`src/rtl/simplerisc_pkg.sv`:
```
// Shared constants and types for the SimpleRisc register-writeback slice.
// Configuration macro: WB_BYPASS_EN (see wb_unit.sv).
package simplerisc_pkg;

  localparam int NUM_REGS = 16;
  localparam int RA_IDX   = 15;
  localparam int XLEN     = 32;
  localparam int ADDR_W   = $clog2(NUM_REGS);

  // Destination-register field inside the instruction word.
  localparam int RD_HI = 25;
  localparam int RD_LO = 22;

  typedef enum logic [0:0] {
    IDLE    = 1'b0,
    LD_WAIT = 1'b1
  } wb_state_t;

  // One register-file write request.
  typedef struct packed {
    logic              en;
    logic [ADDR_W-1:0] addr;
    logic [XLEN-1:0]   data;
  } wr_req_t;

  // Return address stored by call; wraps modulo 2^XLEN.
  function automatic logic [XLEN-1:0] ret_addr(input logic [XLEN-1:0] pc);
    return pc + XLEN'(4);
  endfunction

endpackage

```
`src/rtl/reg_file_16x32.sv`:
```
// 16x32 architectural register file: one synchronous write port, two
// asynchronous read ports, synchronous clear. No register is hard-wired.
module reg_file_16x32
  import simplerisc_pkg::*;
(
  input  logic              clk,
  input  logic              reset,
  input  logic              we,
  input  logic [ADDR_W-1:0] waddr,
  input  logic [XLEN-1:0]   wdata,
  input  logic [ADDR_W-1:0] raddr_a,
  input  logic [ADDR_W-1:0] raddr_b,
  output logic [XLEN-1:0]   rdata_a,
  output logic [XLEN-1:0]   rdata_b
);

  logic [XLEN-1:0] regs [NUM_REGS];

  // Storage update: clear everything on reset, otherwise commit the write.
  // NOTE: the storage is reset on purpose because the architecture defines
  // every register as zero after reset; this keeps it in flops, not a RAM.
  always_ff @(posedge clk) begin
    if (reset) begin
      for (int i = 0; i < NUM_REGS; i++) begin
        regs[i] <= '0;
      end
    end else if (we) begin
      // NOTE: non-blocking assignment so every reader of regs in this edge
      // sees the pre-edge value, exactly like real flops.
      regs[waddr] <= wdata;
    end
  end

  assign rdata_a = regs[raddr_a];
  assign rdata_b = regs[raddr_b];

endmodule

```
`src/rtl/wb_unit.sv`:
```
// Register-writeback stage of the single-cycle SimpleRisc core.
// Owns the register file, selects the write source (call / load / ALU),
// stalls the core while load data is outstanding and counts retirements.
// Configuration macro: WB_BYPASS_EN -- when defined, a write committed at the
// coming edge is forwarded to both read ports in the same cycle.
module wb_unit
  import simplerisc_pkg::*;
(
  input  logic              clk,
  input  logic              reset,
  input  logic              wb_valid,
  output logic              wb_ready,
  input  logic [XLEN-1:0]   inst,
  input  logic [XLEN-1:0]   PC,
  input  logic [XLEN-1:0]   aluResult,
  input  logic              isWb,
  input  logic              isLd,
  input  logic              isCall,
  input  logic              ld_valid,
  input  logic [XLEN-1:0]   ld_data,
  input  logic [ADDR_W-1:0] rd_addr_a,
  input  logic [ADDR_W-1:0] rd_addr_b,
  output logic [XLEN-1:0]   rd_data_a,
  output logic [XLEN-1:0]   rd_data_b,
  output logic              wr_en,
  output logic [ADDR_W-1:0] wr_addr,
  output logic [XLEN-1:0]   wr_data,
  output logic [XLEN-1:0]   retired
);

  wb_state_t         state, state_nxt;
  logic [ADDR_W-1:0] pend_rd;
  logic              latch_rd;
  logic              retire;
  wr_req_t           wr;
  logic [ADDR_W-1:0] inst_rd;
  logic [XLEN-1:0]   store_a, store_b;

  // Only the rd field of the instruction matters at writeback.
  assign inst_rd = inst[RD_HI:RD_LO];
  logic unused_inst;
  assign unused_inst = ^{inst[XLEN-1:RD_HI+1], inst[RD_LO-1:0]};

  assign wb_ready = (state == IDLE);

  // Next-state, write-source selection and retire decision.
  always_comb begin
    // NOTE: every output of this block gets a default first, so no path
    // leaves a value unassigned and no latch is inferred.
    state_nxt = state;
    latch_rd  = 1'b0;
    retire    = 1'b0;
    wr        = '0;
    unique case (state)
      IDLE: begin
        if (wb_valid) begin
          if (isCall) begin
            wr     = '{en: 1'b1, addr: ADDR_W'(RA_IDX), data: ret_addr(PC)};
            retire = 1'b1;
          end else if (isLd) begin
            latch_rd  = 1'b1;
            state_nxt = LD_WAIT;
          end else if (isWb) begin
            wr     = '{en: 1'b1, addr: inst_rd, data: aluResult};
            retire = 1'b1;
          end else begin
            retire = 1'b1;
          end
        end
      end
      LD_WAIT: begin
        if (ld_valid) begin
          wr        = '{en: 1'b1, addr: pend_rd, data: ld_data};
          retire    = 1'b1;
          state_nxt = IDLE;
        end
      end
      default: state_nxt = IDLE;
    endcase
    // Nothing is committed while reset is asserted, including a late load.
    if (reset) begin
      wr = '0;
    end
  end

  assign wr_en   = wr.en;
  assign wr_addr = wr.addr;
  assign wr_data = wr.data;

  // FSM state, pending load destination and retirement counter.
  always_ff @(posedge clk) begin
    if (reset) begin
      state   <= IDLE;
      pend_rd <= '0;
      retired <= '0;
    end else begin
      state <= state_nxt;
      if (latch_rd) begin
        pend_rd <= inst_rd;
      end
      if (retire) begin
        retired <= retired + XLEN'(1);
      end
    end
  end

  reg_file_16x32 u_rf (
    .clk     (clk),
    .reset   (reset),
    .we      (wr.en),
    .waddr   (wr.addr),
    .wdata   (wr.data),
    .raddr_a (rd_addr_a),
    .raddr_b (rd_addr_b),
    .rdata_a (store_a),
    .rdata_b (store_b)
  );

  // Read ports: stored contents, optionally forwarded from the pending write.
`ifdef WB_BYPASS_EN
  always_comb begin
    rd_data_a = (wr.en && (rd_addr_a == wr.addr)) ? wr.data : store_a;
    rd_data_b = (wr.en && (rd_addr_b == wr.addr)) ? wr.data : store_b;
  end
`else
  always_comb begin
    rd_data_a = store_a;
    rd_data_b = store_b;
  end
`endif

endmodule

```
`config.mk`:
```
export PLATFORM = sky130hd
export DESIGN_NAME = wb_unit
export DESIGN_NICKNAME = d
export VERILOG_FILES = /design/src/rtl/simplerisc_pkg.sv /design/src/rtl/reg_file_16x32.sv /design/src/rtl/wb_unit.sv
export SDC_FILE = /design/constraint.sdc
export NUM_CORES = 1
export LEC_CHECK = 0
export CORE_MARGIN = 2
export CORE_UTILIZATION = 50
export DETAILED_ROUTE_END_ITERATION = 12
export GPL_TIMING_DRIVEN = 1
export PLACE_DENSITY = 0.71
export SLEW_MARGIN = 20
export SYNTH_ARGS = -nofsm -noshare
export SYNTH_HDL_FRONTEND = slang
export SYNTH_SLANG_ARGS = --single-unit
```
`constraint.sdc`:
```
create_clock -name clk -period 8 [get_ports clk]
set_clock_uncertainty 0.2 [all_clocks]
set_input_delay 1.6 -clock clk [delete_from_list [all_inputs] [get_ports clk]]
set_output_delay 1.6 -clock clk [all_outputs]
set_load 0.02 [all_outputs]
```
==> flow_summary.toml <==
[logic_synthesis]
yosys-top-cells-area = "edfxtp_1 53%, mux4_2 25%, nor2_1 5.9%, a21oi_1 2.7%, dfxtp_1 2.6%"
synthesis.nets = 2209
synth_top_area_share_pct = 53.0
synthCells = 2064
synth.most_common_cell = "edfxtp_1"
synth_edf_count = 512
netlist_area_um2 = 29000
yosysTopAreaCell = "edfxtp_1"
synth_commonest_cells = "512 x edfxtp_1, 455 x nor2_1, 320 x mux4_2"
synth-seq-cells = 549
yosys_warnings = 0
ys_seq_area_share_pct = 55.6
ys_async_sr_fraction_pct = 0
synth_area_per_cell_um2 = 14.0
ys.flop_type = "edfxtp_1"
ys_types = 62

[pwr]
power_density_nw_per_um2 = 203
power_frac_clock_pct = 39.3
p_switching_mw = 1.70
vdd_ir_drop_max_uv = 185
power.leakage_nw = 11.3
p_seq_share_pct = 47.1
power_mw = 6.97
p_comb_share_pct = 13.6
p_int_mw = 5.26
p_sw_share_pct = 24.5

[clock_network]
cts_resized = 0
post-cts-setup-buffers = 0
cts_tree = "done"
cts_buffers = 57
cts.sink_count = 549
root_buffer = "clkbuf_16"
htree_levels = 2
cts_buffer_depth = 3
ctsHoldBuffers = 0
clk_pin_slew_worst_paths_ns = 0.06
insertion_delay_ns = 0.63

[sta]
fmax_mhz = 143
relSlewSlack_pct = 27.5
tns_ns = 0
period_share_pct = 87.5
finalHoldViolCount = 0
slew_viol_final = 0
worst_slew_pin_slew_ns = 1.08
finalCriticalPeriod_ns = 7.00
setup-violations-final = 0
rsz0062_at_grt = "no"

[outcome]
status = "completed"

[worst_setup_path]
crit_path_max_fanout = 17
crit_type = "in -> out"
max_stage_delay_ns = 0.88
crit_chain = "clkdlybuf4s50_1 -> ha_1 -> nand3_1 -> buf_4 -> nor4_1 -> a31oi_1 -> o21ai_1 -> buf_4 -> a21oi_1 -> clkdlybuf4s50_1"
crit_required_ns = 6.20
path_delay_family = "buffers and inverters"
cp_slowest_cell = "nor4_1"
arrival_ns = 5.20
crit_path_start_kind = "input pin"
path_buf_inv = 4
critPathCaptureType = "output pin"

[global_route]
use_met3_pct = 8.07
grt_overflow = 0
grt_busiest_layer = "met2"
grt_pass1_vias = 21100
grt_max_degree = 82
globalRouteMet2Util_pct = 52.4
grt_first_pass_wirelength_um = 137000
antenna_found_initial = 0
grt_usage_pct = 32.0
use_met1_pct = 41.0

[final_layout]
finish.utilization_pct = 59.7
drive_above_1_share_pct = 23.0
multi_input_area_um2 = 12000
n_antenna_cell = 0
syn2layout_area_growth_pct = 18.2
final-seq-area_um2 = 16100
final_net_count = 2401
fillers = 4362

[floorplanning]
die_w_um = 245
die_area_um2 = 59900
rows = 88
initial_core_util_pct = 50.5
die_h_um = 245
pin_count = 277
fp.coreArea_um2 = 57500

[detailed_routing]
dr.pass1.iters = 6
viasPerCell = 6.80
drcViolationCount = 0
antenna_left = 0
drt_iter0_markers = 2978
vias = 20900
routed_wirelength_um = 95900
wire_per_inst_um = 31.3

[placement]
hpwl_um = 56900
gp_congestion = 0.934
port_buffers = 248

[worst_hold_path]
min_path_type = "reg -> reg"

[run]
maxCapViolCount = 0
[state kept, by name (all words and copies together) (netlist names)]
| signal | cells |
|---|---|
| state | 1 |
| u_rf.regs | 512 |
| retired | 32 |
| pend_rd | 4 |
[layout by cell type, fill, tap and decap left out, drive strengths merged, types with 13 or more instances in the layout]
master         count
edfxtp           512
inv               35
nor3              14
a22oi             13
o21ai             36
a21oi            156
nand3             24
xnor2             14
or3               14
clkinv            19
nand2             85
clkbuf            77
mux4             320
dfxtp             37
clkdlybuf4s50    238
buf               88
nor4              16
nor2             455
nand4             24
[cell families (layout without fill, tap and decap cells)]
logic type               count (synthesis)  count (layout)  synth area share, %
AO/OA/AOI/OAI                          258             258                 5.38
XOR/XNOR                                23              23                0.695
adder cells (fa/ha/maj)                  2               2               0.0863
buffers and inverters                  229             468                 3.17
flip-flops                             549             549                 55.6
multiplexers                           329             329                 25.2
AND/OR/NAND/NOR                        674             674                 9.92
[path summary, 6_finish.rpt]
path                from                end  slack, ns  cells after the start
min          retired[31]        retired[31]       0.30                      2
max reg2reg        state  u_rf.regs[12][18]       3.65                      7
max                PC[2]        wr_data[20]        1.0                     10
min reg2reg  retired[31]        retired[31]       0.30                      2
[cell type report]
type,count,area share (%)
multi-input cells,1286,35.1
clock inverters,31,1.05
repair buffers,328,9.17
well taps,765,2.79
inverters,34,0.372
flip-flops and latches,549,47.0
clock buffers,75,4.48
[per-layer routing]
| metal | wire length [um] | part of all wire [%] |
|---|---|---|
| met5 | 0 | 0 |
| met4 | 4430 | 4.6 |
| met3 | 13000 | 14 |
| met2 | 46500 | 48 |
| met1 | 31900 | 33 |
[metrics by stage]
step                      hold slack (ns)  setup slack [ns]  std cells  area [um2]
after global placement              0.278              1.19       2962       32400
after detailed placement            0.289              1.12       2962       32400
final                               0.302             0.998       3068       34300
after CTS                           0.301              1.12       3068       34300
after floorplan                     0.283              2.66       2064       29000
after global routing                0.328             0.916       3068       34300
[worst register-to-register path, delay by kind of cell, from the launching register on]
family	cells	cell delay, ns
and+or+nand+nor	3	1.91
buffers and inverters	2	0.81
AOI/OAI and AO/OA	2	0.59
DFF	1	0.52
[power by group through the flow]
stage                     clock (mW)  combinational [mW]  sequential (mW)
final                           2.74               0.945             3.28
after global routing            2.85               0.977             3.29
after CTS                       2.75               0.938             3.28
after detailed placement           0               0.936             3.34
after global placement             0               0.924             3.33
after floorplan                    0               0.543             3.32
No activity file was read; power rests on OpenSTA's default activity.
